$ cat src/rtl/lzrw1_pkg.sv
// Shared constants and types for the LZRW1 output packer.
package lzrw1_pkg;

  localparam int GROUP_ITEMS = 16;
  localparam int BUF_BYTES   = 32;

  typedef enum logic [1:0] {
    FILL  = 2'd0,
    CW_LO = 2'd1,
    CW_HI = 2'd2,
    DATA  = 2'd3
  } pack_state_t;

  typedef struct packed {
    logic        copy;
    logic [3:0]  length;
    logic [11:0] offset;
    logic [7:0]  literal;
  } lzrw1_item_t;

endpackage

$ cat src/rtl/lzrw1_group_buf.sv
// 32x8 group buffer: one- or two-byte write at wr_addr, combinational read, synchronous clear.
module lzrw1_group_buf
  import lzrw1_pkg::*;
(
  input  logic       clock,
  input  logic       clear,
  input  logic       wr_en,
  input  logic       wr_two,
  input  logic [4:0] wr_addr,
  input  logic [7:0] wr_data0,
  input  logic [7:0] wr_data1,
  input  logic [4:0] rd_addr,
  output logic [7:0] rd_data
);

  logic [7:0] mem [BUF_BYTES];
  logic [4:0] wr_addr1;

  // A two-byte copy never starts at the last slot, so this never wraps in use.
  assign wr_addr1 = wr_addr + 5'd1;
  assign rd_data  = mem[rd_addr];

  always_ff @(posedge clock) begin
    if (clear) begin
      for (int i = 0; i < BUF_BYTES; i++) mem[i] <= 8'h00;
    end else if (wr_en) begin
      mem[wr_addr] <= wr_data0;
      if (wr_two) mem[wr_addr1] <= wr_data1;
    end
  end

endmodule

$ cat src/rtl/lzrw1_group_packer.sv
// LZRW1 group packer: buffers up to 16 items, emits control word (low byte first) then item bytes.
// Optional item/byte statistics counters are built when LZRW1_PACK_STATS_EN is defined.
module lzrw1_group_packer
  import lzrw1_pkg::*;
(
  input  logic        clock,
  input  logic        reset,
  input  logic        in_valid,
  output logic        in_ready,
  input  logic        in_copy,
  input  logic [3:0]  in_length,
  input  logic [11:0] in_offset,
  input  logic [7:0]  in_literal,
  input  logic        in_last,
  output logic        out_valid,
  input  logic        out_ready,
  output logic [7:0]  out_data,
  output logic        out_last,
  output logic        busy
`ifdef LZRW1_PACK_STATS_EN
  ,
  output logic [31:0] stat_items,
  output logic [31:0] stat_bytes
`endif
);

  pack_state_t state, next_state;
  lzrw1_item_t item;
  logic [4:0]  item_cnt;
  logic [5:0]  wr_ptr, rd_ptr;
  logic [15:0] ctrl_word;
  logic        last_grp;
  logic        accept, close, grp_done, at_end;
  logic [7:0]  rd_data, wr_data0;

  assign item     = {in_copy, in_length, in_offset, in_literal};
  assign at_end   = (rd_ptr == wr_ptr - 6'd1);
  assign busy     = (state != FILL) || (item_cnt != 5'd0);
  assign wr_data0 = item.copy ? {item.length, item.offset[11:8]} : item.literal;

  always_ff @(posedge clock) begin
    if (reset) state <= FILL;
    else       state <= next_state;
  end

  always_comb begin
    next_state = state;
    in_ready   = 1'b0;
    out_valid  = 1'b0;
    out_data   = 8'h00;
    out_last   = 1'b0;
    accept     = 1'b0;
    close      = 1'b0;
    grp_done   = 1'b0;
    case (state)
      FILL: begin
        in_ready = 1'b1;
        accept   = in_valid;
        if (in_valid && ((item_cnt == 5'(GROUP_ITEMS - 1)) || in_last)) begin
          close      = 1'b1;
          next_state = CW_LO;
        end
      end
      CW_LO: begin
        out_valid = 1'b1;
        out_data  = ctrl_word[7:0];
        if (out_ready) next_state = CW_HI;
      end
      CW_HI: begin
        out_valid = 1'b1;
        out_data  = ctrl_word[15:8];
        if (out_ready) next_state = DATA;
      end
      DATA: begin
        out_valid = 1'b1;
        out_data  = rd_data;
        out_last  = last_grp && at_end;
        if (out_ready && at_end) begin
          grp_done   = 1'b1;
          next_state = FILL;
        end
      end
      default: next_state = FILL;
    endcase
  end

  // Group bookkeeping; a finished emit wipes everything so the next group starts clean.
  always_ff @(posedge clock) begin
    if (reset || grp_done) begin
      item_cnt  <= 5'd0;
      wr_ptr    <= 6'd0;
      rd_ptr    <= 6'd0;
      ctrl_word <= 16'h0000;
      last_grp  <= 1'b0;
    end else begin
      if (accept) begin
        ctrl_word[item_cnt[3:0]] <= item.copy;
        item_cnt <= item_cnt + 5'd1;
        wr_ptr   <= wr_ptr + (item.copy ? 6'd2 : 6'd1);
      end
      if (close) last_grp <= in_last;
      if (state == DATA && out_ready) rd_ptr <= rd_ptr + 6'd1;
    end
  end

  lzrw1_group_buf u_buf (
    .clock    (clock),
    .clear    (reset || grp_done),
    .wr_en    (accept),
    .wr_two   (item.copy),
    .wr_addr  (wr_ptr[4:0]),
    .wr_data0 (wr_data0),
    .wr_data1 (item.offset[7:0]),
    .rd_addr  (rd_ptr[4:0]),
    .rd_data  (rd_data)
  );

`ifdef LZRW1_PACK_STATS_EN
  always_ff @(posedge clock) begin
    if (reset) begin
      stat_items <= 32'd0;
      stat_bytes <= 32'd0;
    end else begin
      if (accept) stat_items <= stat_items + 32'd1;
      if (out_valid && out_ready) stat_bytes <= stat_bytes + 32'd1;
    end
  end
`endif

endmodule

$ cat config.mk
export PLATFORM = sky130hd
export DESIGN_NAME = lzrw1_group_packer
export DESIGN_NICKNAME = d
export VERILOG_FILES = /design/src/rtl/lzrw1_pkg.sv /design/src/rtl/lzrw1_group_buf.sv /design/src/rtl/lzrw1_group_packer.sv
export SDC_FILE = /design/constraint.sdc
export NUM_CORES = 1
export LEC_CHECK = 0
export CORE_MARGIN = 2
export CORE_UTILIZATION = 30
export CTS_BUF_LIST = sky130_fd_sc_hd__clkbuf_4
export DETAILED_ROUTE_END_ITERATION = 8
export PLACE_DENSITY = 0.57
export RECOVER_POWER = 25
export SYNTH_ARGS = -nofsm -noshare
export SYNTH_HDL_FRONTEND = slang
export SYNTH_HIERARCHICAL = 1
export SYNTH_SLANG_ARGS = --single-unit
export TNS_END_PERCENT = 1
$ cat constraint.sdc
create_clock -name clock -period 3.8 [get_ports clock]
set_clock_uncertainty 0.2 [all_clocks]
set_input_delay 0.57 -clock clock [delete_from_list [all_inputs] [get_ports clock]]
set_output_delay 0.57 -clock clock [all_outputs]
set_load 0.01 [all_outputs]
Yosys cells after proc, flatten, opt, wreduce, memory -nomap -nowiden
Memory sizes are Yosys's and may differ from the RTL's. A register that Yosys moved wholly into a read port is not among the register bits.
Cells that the tools add are included.
Cells by class
  equality and inequality tests: 9
  muxes and demuxes: 36
  $add $sub $neg: 5
  $lt $le $gt $ge: 2
  reductions and logical operators: 15
Operators by type and width (number)
  two-way mux 8 bit: 3
  one-hot mux 8 bit (3 select lines): 1
  two-way mux 1 bit: 20
  two-way mux 5 bit: 4
  bitwise mux 16 bit: 1
  OR reduction 8 bit: 2
  adder 5 x 1 -> 5 bit, second input constant: 2
  two-way mux 2 bit: 5
  inequality test 2 bit, second input constant: 4
  one-hot mux 2 bit (4 select lines): 1
  adder 6 x 1 -> 6 bit, second input constant: 1
  adder 6 x 2 -> 6 bit: 1
  == test 6 bit: 1
  subtractor 6 x 1 -> 6 bit, second input constant: 1
  == test 5 x 4 -> 1 bit, second input constant: 1
  logical AND 1 bit: 5
  less-than comparator 4 x 5 -> 1 bit, second input constant: 1
  nonzero test 5 bit: 1
  demux 1 bit (select 4 bit): 1
  == test 2 bit, second input constant: 2
  greater-or-equal comparator 4 x 1 -> 1 bit, second input constant: 1
  AND reduction 4 bit: 1
  logical OR 1 bit: 3
  OR reduction 3 bit: 1
  other kinds (3): 3
Storage, ports and cells
  memory bits (writable): 256
  memories: 1
  register bits after elaboration: 36
Memories
  u_buf.mem: words 32, width 8, read ports 1, clocked after Yosys merged registers in 1, write ports 32, line lzrw1_group_buf.sv:16  | logic [7:0] mem [BUF_BYTES];

Depth between registers and ports, before layout
  word-level depth: 10
  gate-level depth with buffers: 13
  mapped depth without buffers: 9

Hierarchy
Netlist, hierarchy kept.
By module, submodules not included
  lzrw1_group_buf: cells each 1054, times used 1, sequential area each 7687.4 um^2, area an instance 13983.4 um^2
  lzrw1_group_packer: cells each 264, times used 1, sequential area each 720.7 um^2, area an instance 2220.9 um^2

Worst setup path after synthesis
OpenSTA, ideal clock, no wires.
  path kind: register to register
  start: reg wr_ptr[0]
  end: mem u_buf.mem[10][0] (enable)
  arrival time: 3623 ps
  cell stages (with the launch flop): 14
  required time: 3213 ps
  library setup time: 387 ps
  setup slack: -409 ps
  cells stage by stage: dfxtp_1 > inv_1 > ha_1 > xor2_1 > o211ai_1 > a21oi_2 > o31ai_4 > buf_2 > clkbuf_1 > nand3b_1 > or3b_2 > buf_2 > buf_2 > o31ai_1
RTL lines
  start, declared: line lzrw1_group_packer.sv:30  | logic [5:0] wr_ptr, rd_ptr;
  start signal, assigned: line lzrw1_group_packer.sv:99  | wr_ptr <= wr_ptr + (item.copy ? 6'd2 : 6'd1);
  end, declared: line lzrw1_group_buf.sv:16

==> impl_results.md <==
- Cell family with most CP delay: multiplexers
- Max Cap Viol: 0
- Total number of H-tree levels: 3
- Initial DRC count: 1698
- Die Wd: 236 um
- DRT Pass-1 Iters: 5
- Synth Net Count: 1363
- P_leak: 6.20 nW
- Final WS setup: -0.377 ns
- Vias: 12.9k
- CP endpoint kind: output pin
- Cells along the critical path: buf_6 -> buf_12 -> mux4_2 -> mux4_2 -> mux2_4 -> a222oi_1 -> nor2_1 -> buf_2
- PortBufs: 41
- Number of synthesized flops with an enable pin: 256
- Top cell by count, worst path: mux4_2
- Bufs and invs on worst path: 3
- Async S/R FF share, synth: 0%
- Routed Antenna Nets: 0
- CTS Buf Count: 81
- HPWL Detailed: 35100 um
- Fin cells: 2114
- Die area: 55900 um2
- Total core area: 53600 um2
- Largest stage delay, worst path: 0.57 ns
- P&R area growth vs syn: 16.5%
- Worst slew margin: 15.1%
- Top FF cell, synth: edfxtp_1
- Post-Syn Instances: 1318
- Yosys warns: 6
- Worst hold path type: in2reg
- P per Cell Area: 427 nW/um2
- Vias in the first global route: 12.4k
- Vias/cell: 6.09
- Tot GR Track Use: 19.9%
- Period utilization: 110%
- Clock root cell: clkbuf_4
- RSZ-0062 raised after global routing: yes
- Worst-Margin Slew: 1.27 ns
- Largest net degree at the start of global routing: 64
- CP max-delay cell: mux4_2
- Post-place setup slack: 0.0596 ns
- Cell taking the most area after synthesis: edfxtp_1
- Worst Path Required: 3.03 ns
- Distinct cell type count after synthesis: 65
- Yosys top cell area share: 47.4%
- Final Net Count: 1403
- Count leader, synth: edfxtp_1
- Critical Path AT: 3.41 ns
- Hold-fix buffers, CTS: 0
- CTS tree: built
- DRT Wirelength: 56400 um
- Post-synthesis sequential area ratio: 51.9%
- FF+latch count, synth: 292
- Worst Setup Path Type: reg2out
- Starting Density: 30.2%
- Fraction of layout cells with a size suffix above 1: 26.1%
- Final hold vios: 0
- Period minus WS final: 4.18 ns
- Ranking of synthesized cells by area: edfxtp_1 (47%), mux4_2 (11%), o31ai_1 (5.9%)
- Worst-path maximum fanout: 6
- Clk slew on worst S/H paths: 0.06 ns
- Top cells by count, synth: edfxtp_1 (256), nand3_1 (175), clkbuf_1 (144)
- Row cnt: 85
- Inst Count DP: 1957
- Cell Area, Synth: 16200 um2
- Peak VDD IR: 179 uV
- Average wire per standard cell: 26.7 um
- Skew-Pair Late Insertion Delay: 0.81 ns
- Clk sinks: 292
- GRT overflow: 0
- Fmax: 0.239 GHz
- PnR Total Power: 8.07 mW
- Final setup fails: 191
- Slew Viols, Final: 0
- Max Buffers Root-to-Sink: 3
- Initial antenna violation count: 1
- TNS Setup: -19.40 ns
- Failing checks: setup timing
- Height of the die: 236 um
- First-pass GRT wire length: 83400 um
- DRC: 0
- CP Launch Type: flip-flop
- Mapped Avg Cell Area: 12.3 um2
- Status: complete, but fails checks
- Ports: 42
- Routability cong.: 0.857
-- metal layers --
metal  vias to the layer above  wire length, um  global-route usage [%]
met5                         -                0                       0
met4                         0             2040                    8.65
met3                       112             5560                    3.53
met2                       830            26200                    31.3
met1                      6475            22700                    26.9
li1                       5459                -                       -
-- cell type report --
| type | instances | area [um2] |
|---|---|---|
| multi-input cells | 815 | 7060 |
| diodes | 1 | 2.50 |
| fillers | 5254 | 34700 |
| clock buffers | 121 | 908 |
| well taps | 696 | 871 |
| inverters | 25 | 93.8 |
| clock inverters | 21 | 136 |
| flip-flops and latches | 292 | 8420 |
| repair buffers | 143 | 1390 |
-- timing repair --
item	4_1_cts	5_1_grt
pin swaps	11	11
cloned	4	1
setup endpoints to repair	9	33
resized for setup	50	8
buffers inserted	7	5
-- metrics by stage --
step	area, um2	hold slack, ns	utilization, %
finish	18900	0.246	35.2
global route	18900	0.282	35.2
CTS	18900	0.212	35.3
detailed placement	17700	0.273	32.9
global placement	17700	0.264	32.9
floorplan	16300	0.253	-
-- cell families after synthesis --
family          after synthesis  share of synthesized area [%]
compound gates              365                           17.1
simple gates                319                           11.1
flops                       292                           51.9
buf+inv                     211                           5.30
mux                         100                           12.5
xor+xnor                     16                          0.911
fa+ha+maj                    15                           1.20
-- tightest hold or removal path, delay by kind of cell --
| kind | cells | cell delay (ns) |
|---|---|---|
| buffers and inverters | 1 | 0.48 |
| and+or+nand+nor | 1 | 0.07 |
| AOI/OAI and AO/OA | 1 | 0.09 |
-- path summary, 6_finish.rpt --
kind	start	end	slack, ns	cells past startpoint
setup reg to reg	wr_ptr[0]	u_buf/mem[18][6]	-0.30	11
setup / recovery	rd_ptr[1]	out_data[2]	-0.38	8
hold reg to reg	ctrl_word[11]	ctrl_word[11]	0.28	2
hold / removal	in_last	last_grp	0.25	3
-- where the power goes --
group | leakage, nW | internal [mW] | switching, mW
registers | 2.94 | 3.66 | 0.105
logic | 2.64 | 0.451 | 0.883
clock network | 0.621 | 1.58 | 1.39
total | 6.20 | 5.69 | 2.38
-- state kept, by name (all words and copies together) (netlist names) --
register / count
rd_ptr: 6
ctrl_word: 16
u_buf/mem: 256
last_grp: 1
wr_ptr: 6
item_cnt: 5
state: 2
-- layout by cell type (no fill, tap or decap), types with 14 or more instances in the layout --
cell type	synthesis	final
nand3_1	175	175
a21oi_1	42	42
nand2_1	21	21
a22o_1	88	88
o31ai_1	127	122
ha_1	14	14
buf_4	7	74
edfxtp_1	256	256
or3_1	26	25
clkdlybuf4s50_1	0	29
clkbuf_4	0	125
clkinv_1	0	15
mux4_2	80	80
inv_1	25	25
dfxtp_1	36	32
o21ai_0	31	16
nor2_1	33	33
o41ai_1	48	48
No activity file was read; power rests on OpenSTA's default activity.
